File: src/rtl/pipeline_stall_ctrl_pkg.sv
// Shared pipeline definitions: controller FSM encodings and default limits.
// The pipeline-register modules and the bench use the same names.
package pipeline_stall_ctrl_pkg;

  // Controller states. Encoding 3 is never entered; the FSM falls back to RUN from it.
  typedef enum logic [1:0] {
    ST_RUN      = 2'd0,
    ST_MEM_WAIT = 2'd1,
    ST_HALT     = 2'd2
  } ctrl_state_t;

  // Default limit on consecutive memory-wait cycles before a fatal halt.
  localparam int unsigned DEFAULT_MEM_TIMEOUT = 255;

  // Default width of the performance counters.
  localparam int unsigned DEFAULT_CNT_W = 16;

  // Width of the memory-wait counter, wide enough for the largest legal timeout (65535).
  localparam int unsigned WAIT_CNT_W = 16;

endpackage : pipeline_stall_ctrl_pkg

File: src/rtl/pipeline_stall_ctrl_hazard_cmp.sv
// Register hazard comparator: flags a match when the destination of the
// in-flight load equals any source register of the bundle in ID.
// The fourth source counts only when the store flag marks it as a source.
module hazard_cmp (
  input  logic [2:0] dest_i,
  input  logic [2:0] src_a_i,
  input  logic [2:0] src_b_i,
  input  logic [2:0] src_c_i,
  input  logic [2:0] src_d_i,
  input  logic       src_d_valid_i,
  output logic       match_o
);

  assign match_o = (dest_i == src_a_i) ||
                   (dest_i == src_b_i) ||
                   (dest_i == src_c_i) ||
                   (src_d_valid_i && (dest_i == src_d_i));

endmodule : hazard_cmp

File: src/rtl/pipeline_stall_ctrl.sv
// Pipeline stall/flush controller. It resolves, in priority order, halt,
// memory wait, branch/jump redirect and load-use hazards. It drives
// combinational per-stage stall and flush controls, and keeps a small FSM
// with sticky status and saturating performance counters.
module pipeline_stall_ctrl
  import pipeline_stall_ctrl_pkg::*;
#(
  parameter int unsigned MEM_TIMEOUT = DEFAULT_MEM_TIMEOUT,
  parameter int unsigned CNT_W       = DEFAULT_CNT_W
) (
  input  logic             clk,
  input  logic             reset,
  input  logic [2:0]       id_alu_rn,
  input  logic [2:0]       id_alu_rm,
  input  logic [2:0]       id_mem_rn,
  input  logic [2:0]       id_mem_rd,
  input  logic             id_mem_isStore,
  input  logic             ex_memRead,
  input  logic [2:0]       ex_mem_rd,
  input  logic             ex_branchTaken,
  input  logic             ex_isJump,
  input  logic             mem_req,
  input  logic             mem_ready,
  input  logic             undef_instr,
  output logic             global_regWrite,
  output logic             IF_flush,
  output logic             ID_flush,
  output logic             EX_flush,
  output logic             if_stall,
  output logic             id_stall,
  output logic             ex_stall,
  output logic             mem_stall,
  output logic             wb_stall,
  output logic             halted,
  output logic             timeout_err,
  output logic [CNT_W-1:0] stall_count,
  output logic [CNT_W-1:0] flush_count,
  output logic [1:0]       state
);

  localparam logic [WAIT_CNT_W:0] TIMEOUT_LIM = (WAIT_CNT_W+1)'(MEM_TIMEOUT);
  localparam logic [CNT_W-1:0]    CNT_ONE     = CNT_W'(1);

  ctrl_state_t           state_q;
  logic [WAIT_CNT_W-1:0] wait_cnt_q;
  logic                  halted_q;
  logic                  timeout_q;
  logic [CNT_W-1:0]      stall_cnt_q;
  logic [CNT_W-1:0]      flush_cnt_q;

  logic                  hazard_match;
  logic                  in_halt;
  logic                  mem_wait;
  logic                  redirect;
  logic                  load_use;
  logic                  any_stall;
  logic [WAIT_CNT_W:0]   wait_cnt_d;

  hazard_cmp u_hazard_cmp (
    .dest_i        (ex_mem_rd),
    .src_a_i       (id_alu_rn),
    .src_b_i       (id_alu_rm),
    .src_c_i       (id_mem_rn),
    .src_d_i       (id_mem_rd),
    .src_d_valid_i (id_mem_isStore),
    .match_o       (hazard_match)
  );

  // Hazard resolution and per-stage controls, in priority order: halt > wait > redirect > load-use.
  always_comb begin
    // NOTE: every signal assigned here gets a default first, so no path can infer a latch.
    global_regWrite = 1'b1;
    IF_flush        = 1'b0;
    ID_flush        = 1'b0;
    EX_flush        = 1'b0;
    if_stall        = 1'b0;
    id_stall        = 1'b0;
    ex_stall        = 1'b0;
    mem_stall       = 1'b0;
    wb_stall        = 1'b0;

    in_halt  = (state_q == ST_HALT);
    mem_wait = !in_halt && mem_req && !mem_ready;
    redirect = !in_halt && !mem_wait && (ex_branchTaken || ex_isJump);
    load_use = (state_q == ST_RUN) && !mem_wait && !redirect && ex_memRead && hazard_match;

    if (in_halt) begin
      global_regWrite = 1'b0;
      if_stall        = 1'b1;
      id_stall        = 1'b1;
      ex_stall        = 1'b1;
      mem_stall       = 1'b1;
      wb_stall        = 1'b1;
    end else if (mem_wait) begin
      if_stall  = 1'b1;
      id_stall  = 1'b1;
      ex_stall  = 1'b1;
      mem_stall = 1'b1;
    end else if (redirect) begin
      IF_flush = 1'b1;
      ID_flush = 1'b1;
    end else if (load_use) begin
      if_stall = 1'b1;
      id_stall = 1'b1;
    end

    any_stall = mem_wait || load_use;

    // The first wait cycle seen from RUN counts as 1; later cycles in MEM_WAIT add one each.
    wait_cnt_d = (state_q == ST_MEM_WAIT) ? ({1'b0, wait_cnt_q} + (WAIT_CNT_W+1)'(1))
                                          : (WAIT_CNT_W+1)'(1);
  end

  // FSM, memory-wait counter, sticky status flags and saturating performance counters.
  always_ff @(posedge clk) begin
    // NOTE: sequential state uses non-blocking assignments only, so every read sees pre-edge values.
    if (reset) begin
      state_q     <= ST_RUN;
      wait_cnt_q  <= '0;
      halted_q    <= 1'b0;
      timeout_q   <= 1'b0;
      stall_cnt_q <= '0;
      flush_cnt_q <= '0;
    end else begin
      if (any_stall && (stall_cnt_q != '1)) begin
        stall_cnt_q <= stall_cnt_q + CNT_ONE;
      end
      if (redirect && (flush_cnt_q != '1)) begin
        flush_cnt_q <= flush_cnt_q + CNT_ONE;
      end

      case (state_q)
        ST_RUN, ST_MEM_WAIT: begin
          if (undef_instr) begin
            state_q  <= ST_HALT;
            halted_q <= 1'b1;
          end else if (mem_wait) begin
            if (wait_cnt_d >= TIMEOUT_LIM) begin
              state_q   <= ST_HALT;
              halted_q  <= 1'b1;
              timeout_q <= 1'b1;
            end else begin
              state_q    <= ST_MEM_WAIT;
              wait_cnt_q <= wait_cnt_d[WAIT_CNT_W-1:0];
            end
          end else begin
            state_q    <= ST_RUN;
            wait_cnt_q <= '0;
          end
        end
        ST_HALT: begin
          state_q <= ST_HALT;
        end
        default: begin
          state_q    <= ST_RUN;
          wait_cnt_q <= '0;
        end
      endcase
    end
  end

  assign halted      = halted_q;
  assign timeout_err = timeout_q;
  assign stall_count = stall_cnt_q;
  assign flush_count = flush_cnt_q;
  assign state       = state_q;

endmodule : pipeline_stall_ctrl

File: config.mk
export PLATFORM = sky130hd
export DESIGN_NAME = pipeline_stall_ctrl
export DESIGN_NICKNAME = d
export VERILOG_FILES = /design/src/rtl/pipeline_stall_ctrl_pkg.sv /design/src/rtl/pipeline_stall_ctrl_hazard_cmp.sv /design/src/rtl/pipeline_stall_ctrl.sv
export SDC_FILE = /design/constraint.sdc
export NUM_CORES = 1
export LEC_CHECK = 0
export CORE_ASPECT_RATIO = 1.4
export CORE_UTILIZATION = 54
export CTS_CLUSTER_DIAMETER = 120
export DETAILED_ROUTE_END_ITERATION = 8
export GPL_TIMING_DRIVEN = 0
export PLACE_DENSITY = 0.86
export SLEW_MARGIN = 20
export SYNTH_ARGS = -nofsm -noshare
export SYNTH_HDL_FRONTEND = slang
export SYNTH_SLANG_ARGS = --single-unit
export TNS_END_PERCENT = 50
File: constraint.sdc
create_clock -name clk -period 7 [get_ports clk]
set_input_delay 1.75 -clock clk [delete_from_list [all_inputs] [get_ports clk]]
set_output_delay 1.75 -clock clk [all_outputs]
set_load 0.1 [all_outputs]
==> results.py, run 1 <==
metrics = {
    "setup_path": {
        "cp-end-kind": "primary output",
        "crit_type": "primary input to primary output",
        "worstPathRequired_ns": 5.25,
        "cp.arrival_ns": 4.56,
        "critPathLaunchType": "primary input",
        "crit_fanout": 6,
    },
    "finish": {
        "stdcell_area_sq_mm": 0.00372,
        "drive_gt1_share_pct": 10.0,
        "syn_to_final_growth_pct": 28.1,
        "diodes": 0,
        "fillers": 399,
        "num-nets-final": 434,
        "stdcell_count": 474,
    },
    "logic_synthesis": {
        "syn_inst": 336,
        "yosys_warnings": 0,
        "synth_top_area_cell": "dfxtp_1",
        "synthesis.nets": 363,
        "seq_area_frac_synth_pct": 35.8,
        "synth-adder-area-share_pct": 1.29,
        "yosys.area_share.simple_pct": 31.8,
        "synth.most_common_cell": "dfxtp_1",
        "synth_mux_area_share_pct": 4.13,
        "synthXorXnorAreaFrac_pct": 9.04,
        "async_reset_ff_share_pct": 0,
        "synth_common_cells": "dfxtp_1, nor2_1, nand2_1, nand3_1, xnor2_1",
        "synth-compound-area-share_pct": 12.7,
        "synthFlopType": "dfxtp_1",
        "synth_top_area_share_pct": 35.8,
        "synth_top_family_by_area": "simple AND/OR/NAND/NOR gates",
        "ys_types": 63,
        "netlist_area_sq_mm": 0.00291,
        "synthTopCellsByArea": "dfxtp_1, nor2_1, xnor2_1, xor2_1, nand3_1",
        "ys_ff_latch": 52,
        "synth-edff-count": 0,
        "synth.avg_cell_area_sq_um": 8.65,
    },
    "floorplan": {
        "num_rows": 31,
        "core_sq_mm": 0.00516,
        "dieArea_sq_mm": 0.00568,
        "dieHeight_um": 88.8,
        "fp.dieW_um": 64.0,
        "start_util_pct": 56.3,
        "io_pins": 69,
    },
    "global_route": {
        "antenna_found_initial": 0,
        "grt_first_pass_wirelength_um": 11400,
        "grt.overflow.total": 0,
        "grt_util_all_layers_pct": 25.4,
        "grt_pass1_vias": 2577,
        "grt_max_degree": 15,
    },
    "power": {
        "power.density_mw_per_mm2": 170,
        "combPwrFrac_pct": 24.3,
        "p_leak_nw": 1.40,
        "power.switching_mw": 0.204,
        "p_sw_share_pct": 32.3,
        "p_clk_share_pct": 27.4,
        "seq_power_share_pct": 48.3,
        "ir_worst_vdd_v": 0.000143,
        "cellInternalPower_mw": 0.428,
    },
    "placed_design": {
        "dp.cells": 466,
        "portBuffers": 64,
        "gp_congestion": 0.843,
        "place_area_sq_mm": 0.00363,
        "dp_hpwl_um": 5370,
    },
    "cts": {
        "cts_setup_buffers": 0,
        "clockBufferDepth": 2,
        "worstSkewPairLatency_ns": 0.30,
        "cts_tree": "built",
        "cts_resized": 0,
        "clock-sinks": 52,
        "cts-root-buf": "clkbuf_8",
        "cts.clk_slew.worst_paths_ns": 0.09,
        "hold_buffers": 0,
        "htreeDepth": 2,
        "cts_buffers": 5,
    },
    "timing": {
        "finalHoldViolations": 0,
        "skew_ns": 0.00665,
        "final_max_slew_viol_count": 0,
        "fmax_mhz": 159,
        "setup_tns_ns": 0,
        "slew_headroom_pct": 33.9,
        "setup_viol": 0,
        "min_period_ns": 6.31,
        "fin_crit_sh_pct": 90.1,
        "rsz0062_at_grt": "no",
        "worstMarginPinSlew_ns": 0.989,
    },
    "run": {
        "max_cap_violations": 0,
    },
    "route": {
        "wl_per_cell_um": 14.6,
        "postRouteAntennaNets": 0,
        "vias": 2675,
        "routed_wirelength_um": 6940,
        "firstDrtPassIters": 4,
        "drtIter0Drc": 129,
        "vias_per_cell": 5.64,
        "drc": 0,
    },
    "run_status": {
        "status": "finished clean",
    },
    "hold_path": {
        "hp-class": "flop to flop",
    },
}
## layout by cell type (no fill, tap or decap), drive strengths merged, types with 9 or more instances in the layout
| master | count |
|---|---|
| nand3 | 19 |
| xnor2 | 18 |
| buf | 10 |
| nand2 | 19 |
| clkbuf | 15 |
| nand4 | 14 |
| clkdlybuf4s50 | 64 |
| nor2 | 46 |
| dfxtp | 52 |
| nor2b | 9 |
| xor2 | 12 |
| a21oi | 9 |
| nor3 | 10 |
| and2 | 12 |
| and3 | 15 |
| inv | 9 |
## layout make-up
| class | count | area [sq um] | area share (%) |
|---|---|---|---|
| Buffer | 17 | 114 | 3.06 |
| Tap cell | 66 | 82.6 | 2.22 |
| Inverter | 9 | 33.8 | 0.908 |
| Clock buffer | 8 | 90.1 | 2.42 |
| Timing Repair Buffer | 64 | 641 | 17.2 |
| Sequential cell | 52 | 1040 | 28.0 |
| Multi-Input combinational cell | 258 | 1720 | 46.2 |
## stage by stage
step | setup slack (ns) | total power, mW | utilization [%] | hold slack, ns
floorplan | 0.423 | 0.425 | - | 0.461
global placement | 0.704 | 0.464 | 70.4 | 0.443
detailed placement | 0.691 | 0.465 | 70.4 | 0.459
CTS | 0.691 | 0.636 | 72.2 | 0.472
global route | 0.599 | 0.656 | 72.2 | 0.491
finish | 0.695 | 0.632 | 72.2 | 0.471
## critical path, stage by stage
cell and delay [ns]:
clkdlybuf4s50_1 0.42, xnor2_1 0.20, nand3_1 0.10, o2111ai_1 0.20
a41oi_1 0.37, o21ai_2 0.27, buf_4 0.13, clkdlybuf4s50_1 1.11
## state kept, by name, summed over array words and instances, names as in the netlist
register,count
halted,1
flush_count,16
state,2
timeout_err,1
wait_cnt_q,16
stall_count,16
## kinds of logic after synthesis
group / count (synthesis)
adders and majority gates: 3
xor gates and xnor gates: 30
AOI/OAI and AO/OA: 47
DFF: 52
buffers and inverters: 26
and+or+nand+nor: 166
muxes: 11
other: 1
## path summary, 6_finish.rpt
path	startpoint	end	slack, ns	cells past startpoint
setup / recovery	id_mem_rd[0]	if_stall	0.69	8
hold / removal	halted	halted	0.47	2
setup reg to reg	wait_cnt_q[0]	wait_cnt_q[2]	4.35	8
hold reg to reg	halted	halted	0.47	2
## power by group through the flow
stage	Clock, mW	Sequential (mW)	Combinational (mW)
3_5_place_dp	0	0.312	0.153
4_1_cts	0.177	0.305	0.154
5_1_grt	0.190	0.306	0.161
6_report	0.173	0.305	0.154
3_3_place_gp	0	0.312	0.152
2_1_floorplan	0	0.339	0.0862
## metal layers
layer  track usage (%)  share of wire, %
met3              4.12               3.3
met4              9.09               1.6
met1              24.4                39
met2              53.0                56
met5                 0                 0
Power figures use the tool's default switching activity.
==> inputs of run 2 (changes only) <==
Settings changed: REMOVE_ABC_BUFFERS set to 1.
==> results.py, run 2 (synthesized netlist as in run 1, its figures left out) <==
metrics = {
    "power": {
        "power.density_mw_per_mm2": 173,
        "ir_worst_vdd_v": 0.000195,
        "p_leak_nw": 1.36,
    },
    "global_route": {
        "grt.overflow.total": 0,
        "met3_usage_pct": 4.77,
        "grt_use_met1_pct": 27.5,
        "grtUsageMet2_pct": 46.7,
        "grt_pass1_vias": 2449,
        "grt-busiest-layer": "met2",
        "grt_first_pass_wirelength_um": 11200,
        "grt_util_all_layers_pct": 25.0,
        "antenna_found_initial": 0,
        "grt_max_degree": 31,
    },
    "setup_path": {
        "worstPathRequired_ns": 5.25,
        "crit_fanout": 6,
        "slowest_stage": "clkdlybuf4s50_1",
        "crit_top_cell": "clkdlybuf4s50_1",
        "crit_type": "primary input to primary output",
        "r2r_start": "state[0]",
        "reg2reg_depth": 8,
        "cp.arrival_ns": 4.66,
        "r2r_slack_ns": 4.21,
        "critPathLaunchType": "primary input",
        "cp-end-kind": "primary output",
        "r2r_end": "stall_count[14]",
        "crit_chain": "clkdlybuf4s50_1 -> xnor2_1 -> nand3_1 -> o2111ai_1 -> a41oi_1 -> o21ai_0 -> clkdlybuf4s50_1",
        "max_stage_delay_ns": 1.19,
    },
    "route": {
        "postRouteAntennaNets": 0,
        "wl_per_cell_um": 14.7,
        "vias": 2709,
        "firstDrtPassIters": 4,
        "drc": 0,
        "vias_per_cell": 5.88,
        "routed_wirelength_um": 6770,
        "drtIter0Drc": 165,
    },
    "floorplan": {
        "num_rows": 31,
        "dieHeight_um": 88.8,
        "core_sq_mm": 0.00516,
        "dieArea_sq_mm": 0.00568,
        "start_util_pct": 56.3,
        "fp.dieW_um": 64.0,
        "io_pins": 69,
    },
    "timing": {
        "slew_headroom_pct": 33.0,
        "final_max_slew_viol_count": 0,
        "fmax_mhz": 156,
        "worstMarginPinSlew_ns": 1.00,
        "setup_viol": 0,
        "fin_crit_sh_pct": 91.6,
        "setup_tns_ns": 0,
        "finalHoldViolations": 0,
        "rsz0062_at_grt": "no",
        "skew_ns": 0.00883,
        "min_period_ns": 6.41,
    },
    "placed_design": {
        "gp_congestion": 0.845,
        "dp.cells": 453,
        "portBuffers": 67,
        "dp_hpwl_um": 5030,
        "place_area_sq_mm": 0.00357,
    },
    "cts": {
        "hold_buffers": 0,
        "cts_setup_buffers": 0,
        "cts_resized": 0,
        "clockBufferDepth": 2,
        "cts_tree": "built",
        "cts_buffers": 5,
        "worstSkewPairLatency_ns": 0.31,
        "htreeDepth": 2,
        "clock-sinks": 52,
        "cts-root-buf": "clkbuf_8",
        "cts.clk_slew.worst_paths_ns": 0.09,
    },
    "finish": {
        "final_cell_mix": "clkdlybuf4s50_1, dfxtp_1, nor2_1",
        "stdcell_count": 461,
        "diodes": 0,
        "utilization_pct": 71.0,
        "drive_gt1_share_pct": 8.61,
        "stdcell_area_sq_mm": 0.00366,
        "num-nets-final": 421,
        "syn_to_final_growth_pct": 26.1,
        "layout_commonest_cell": "clkdlybuf4s50_1",
    },
    "run_status": {
        "status": "finished clean",
    },
    "hold_path": {
        "min_from": "halted",
        "min_path_cells": 2,
        "hold_end": "halted",
        "hp-class": "flop to flop",
    },
    "run": {
        "max_cap_violations": 0,
    },
}
[run 2: power breakdown]
part,switching [mW],total [mW],internal (mW)
Combinational,0.105,0.148,0.0432
Sequential,0.00526,0.305,0.300
Clock,0.102,0.182,0.0802
Total,0.212,0.635,0.423
[run 2: stage by stage]
stage	worst slack [ns]	hold WS (ns)	total power, mW
finish	0.587	0.470	0.635
global route	0.370	0.524	0.661
CTS	0.562	0.482	0.638
detailed placement	0.570	0.454	0.460
global placement	0.610	0.448	0.456
floorplan	-2.55	0.461	0.413
[run 2: critical path: cells and delay by family]
family | cells | cell delay [ns]
buffers and inverters | 2 | 1.71
AO/OA/AOI/OAI | 3 | 0.84
AND/OR/NAND/NOR | 1 | 0.11
XOR/XNOR | 1 | 0.24
[run 2: final cells by class]
type                    count  area (sq um)
fillers                   399          1490
flip-flops and latches     52          1040
multi-input cells         258          1720
clock inverters             2          15.0
repair buffers             68           693
inverters                   9          33.8
well taps                  66          82.6
clock buffers               6          82.6
[run 2: worst max-delay path by stage]
stage	startpoint	endpoint	slack, ns	depth (start not counted)
final	ex_mem_rd[0]	if_stall	0.59	7
after global routing	ex_mem_rd[1]	id_stall	0.37	7
after CTS	ex_mem_rd[0]	if_stall	0.56	7
after detailed placement	ex_mem_rd[0]	if_stall	0.57	7
after global placement	ex_mem_rd[0]	id_stall	0.61	7
after floorplan	state[1]	id_stall	-2.55	4
[run 2: routing by layer]
metal  share of wire [%]  up-vias
met4                 2.4        0
li1                    -     1315
met5                   0        -
met2                  53       83
met3                 4.8       14
met1                  40     1297
==> inputs of run 3 (changes only) <==
Settings changed: CORE_UTILIZATION 54 to 53, PLACE_DENSITY 0.86 to 0.85, SYNTH_HIERARCHICAL set to 1.
==> results.py, run 3 <==
metrics = {
    "logic_synthesis": {
        "synthFlopType": "dfxtp_1",
        "ys_types": 55,
        "seq_area_frac_synth_pct": 37.2,
        "synth.most_common_cell": "dfxtp_1",
        "netlist_area_sq_mm": 0.00280,
        "synth_common_cells": "dfxtp_1, nor2_1, xor2_1, nand2_1, xnor2_1",
        "synth_top_area_cell": "dfxtp_1",
        "synth.avg_cell_area_sq_um": 8.64,
        "ys_ff_latch": 52,
        "synthTopCellsByArea": "dfxtp_1, xor2_1, xnor2_1, nor2_1, nand4_1",
        "syn_inst": 324,
        "async_reset_ff_share_pct": 0,
        "yosys_warnings": 6,
        "synth-edff-count": 0,
        "synth_top_area_share_pct": 37.2,
    },
    "floorplan": {
        "num_rows": 30,
        "io_pins": 69,
        "dieArea_sq_mm": 0.00558,
        "start_util_pct": 56.5,
        "dieHeight_um": 88.0,
        "core_sq_mm": 0.00495,
        "fp.dieW_um": 63.4,
    },
    "run_status": {
        "status": "finished clean",
    },
    "global_route": {
        "grt_util_all_layers_pct": 24.4,
        "grt_pass1_vias": 2459,
        "grt_max_degree": 40,
        "grt_first_pass_wirelength_um": 10900,
        "grt.overflow.total": 0,
        "antenna_found_initial": 0,
    },
    "finish": {
        "stdcell_count": 445,
        "fillers": 391,
        "final_cell_mix": "clkdlybuf4s50_1, dfxtp_1, nor2_1",
        "drive_gt1_share_pct": 6.04,
        "multiInputGateArea_sq_mm": 0.00164,
        "register_area_sq_mm": 0.00104,
        "syn_to_final_growth_pct": 26.5,
        "layout_commonest_cell": "clkdlybuf4s50_1",
        "diodes": 0,
        "num-nets-final": 408,
    },
    "route": {
        "drtIter0Drc": 145,
        "vias_per_cell": 5.60,
        "wl_per_cell_um": 14.6,
        "postRouteAntennaNets": 0,
        "vias": 2494,
        "drc": 0,
        "firstDrtPassIters": 5,
        "routed_wirelength_um": 6500,
    },
    "cts": {
        "clockBufferDepth": 2,
        "hold_buffers": 0,
        "cts.clk_slew.worst_paths_ns": 0.09,
        "cts_buffers": 5,
        "clock-sinks": 52,
        "worstSkewPairLatency_ns": 0.31,
        "cts_setup_buffers": 0,
        "htreeDepth": 2,
        "cts-root-buf": "clkbuf_8",
        "cts_tree": "built",
        "cts_resized": 0,
    },
    "power": {
        "ir_worst_vdd_v": 0.000163,
        "p_leak_nw": 1.24,
        "power.density_mw_per_mm2": 169,
        "power_mw": 0.598,
    },
    "placed_design": {
        "dp_hpwl_um": 4730,
        "portBuffers": 67,
        "gp_congestion": 0.926,
        "dp.cells": 438,
    },
    "timing": {
        "finalHoldViolations": 0,
        "min_period_ns": 6.32,
        "skew_ns": 0.0137,
        "setup_tns_ns": 0,
        "rsz0062_at_grt": "no",
        "slew_headroom_pct": 32.3,
        "final_max_slew_viol_count": 0,
        "fmax_mhz": 158,
        "whs_ns": 0.490,
        "fin_crit_sh_pct": 90.3,
        "setup_viol": 0,
        "worstMarginPinSlew_ns": 1.01,
    },
    "setup_path": {
        "cp-end-kind": "primary output",
        "crit_type": "primary input to primary output",
        "crit_chain": "clkdlybuf4s50_1 -> xor2_1 -> nor3_1 -> a31oi_1 -> nand3_1 -> nand2_1 -> o21ai_0 -> nand3_1 -> nand2_1 -> clkdlybuf4s50_1",
        "max_stage_delay_ns": 1.14,
        "crit_buf_inv": 2,
        "crit_fanout": 4,
        "critPathLaunchType": "primary input",
        "worstPathRequired_ns": 5.25,
        "slowest_stage": "clkdlybuf4s50_1",
        "cp.arrival_ns": 4.57,
        "cp_top_family": "buffers and inverters",
    },
    "hold_path": {
        "hp-class": "flop to flop",
    },
    "run": {
        "max_cap_violations": 0,
    },
}
-- run 3: layout make-up --
type | instances | area share, %
inverters | 9 | 0.954
repair buffers | 67 | 18.8
flip-flops and latches | 52 | 29.4
clock inverters | 2 | 0.353
clock buffers | 5 | 1.94
multi-input cells | 246 | 46.3
well taps | 64 | 2.26
-- run 3: routing by layer --
| metal | global-route usage [%] | part of all wire (%) | up-vias |
|---|---|---|---|
| li1 | - | - | 1255 |
| met1 | 28.3 | 42 | 1154 |
| met2 | 42.1 | 50 | 71 |
| met3 | 5.99 | 6.3 | 14 |
| met4 | 11.6 | 2.3 | 0 |
| met5 | 0 | 0 | - |
-- run 3: worst paths after layout --
| check | slack (ns) | end | start | cells after the start |
|---|---|---|---|---|
| min reg2reg | 0.49 | timeout_err | timeout_err | 2 |
| max reg2reg | 4.11 | wait_cnt_q[4] | wait_cnt_q[0] | 8 |
| min | 0.49 | timeout_err | timeout_err | 2 |
| max | 0.68 | if_stall | ex_mem_rd[1] | 10 |
-- run 3: cell families after synthesis --
family          Yosys count  share of synthesized area (%)
simple gates            151                           29.4
compound gates           45                           12.9
buf+inv                  26                           4.56
mux                       3                           1.07
other cells               1                          0.134
fa+ha+maj                 3                           1.34
xor+xnor                 43                           13.5
flops                    52                           37.2
-- run 3: worst reg2reg max path, delay by kind of cell (launching register included) --
kind,cells,cell delay (ns)
fa+ha+maj,1,0.37
flops,1,0.49
compound gates,5,1.36
simple gates,2,0.58
-- run 3: where the power goes --
group	total (mW)	internal (mW)	switching, mW
Sequential	0.305	0.299	0.00601
Combinational	0.125	0.0372	0.0881
Clock	0.167	0.0680	0.0993
-- run 3: stage by stage --
stage               util, %  setup slack (ns)  area (sq um)
CTS                    71.3             0.719          3530
detailed placement     69.6             0.747          3450
floorplan                 -              1.30          2710
global placement       69.7             0.771          3460
finish                 71.4             0.678          3540
global route           71.4             0.470          3540
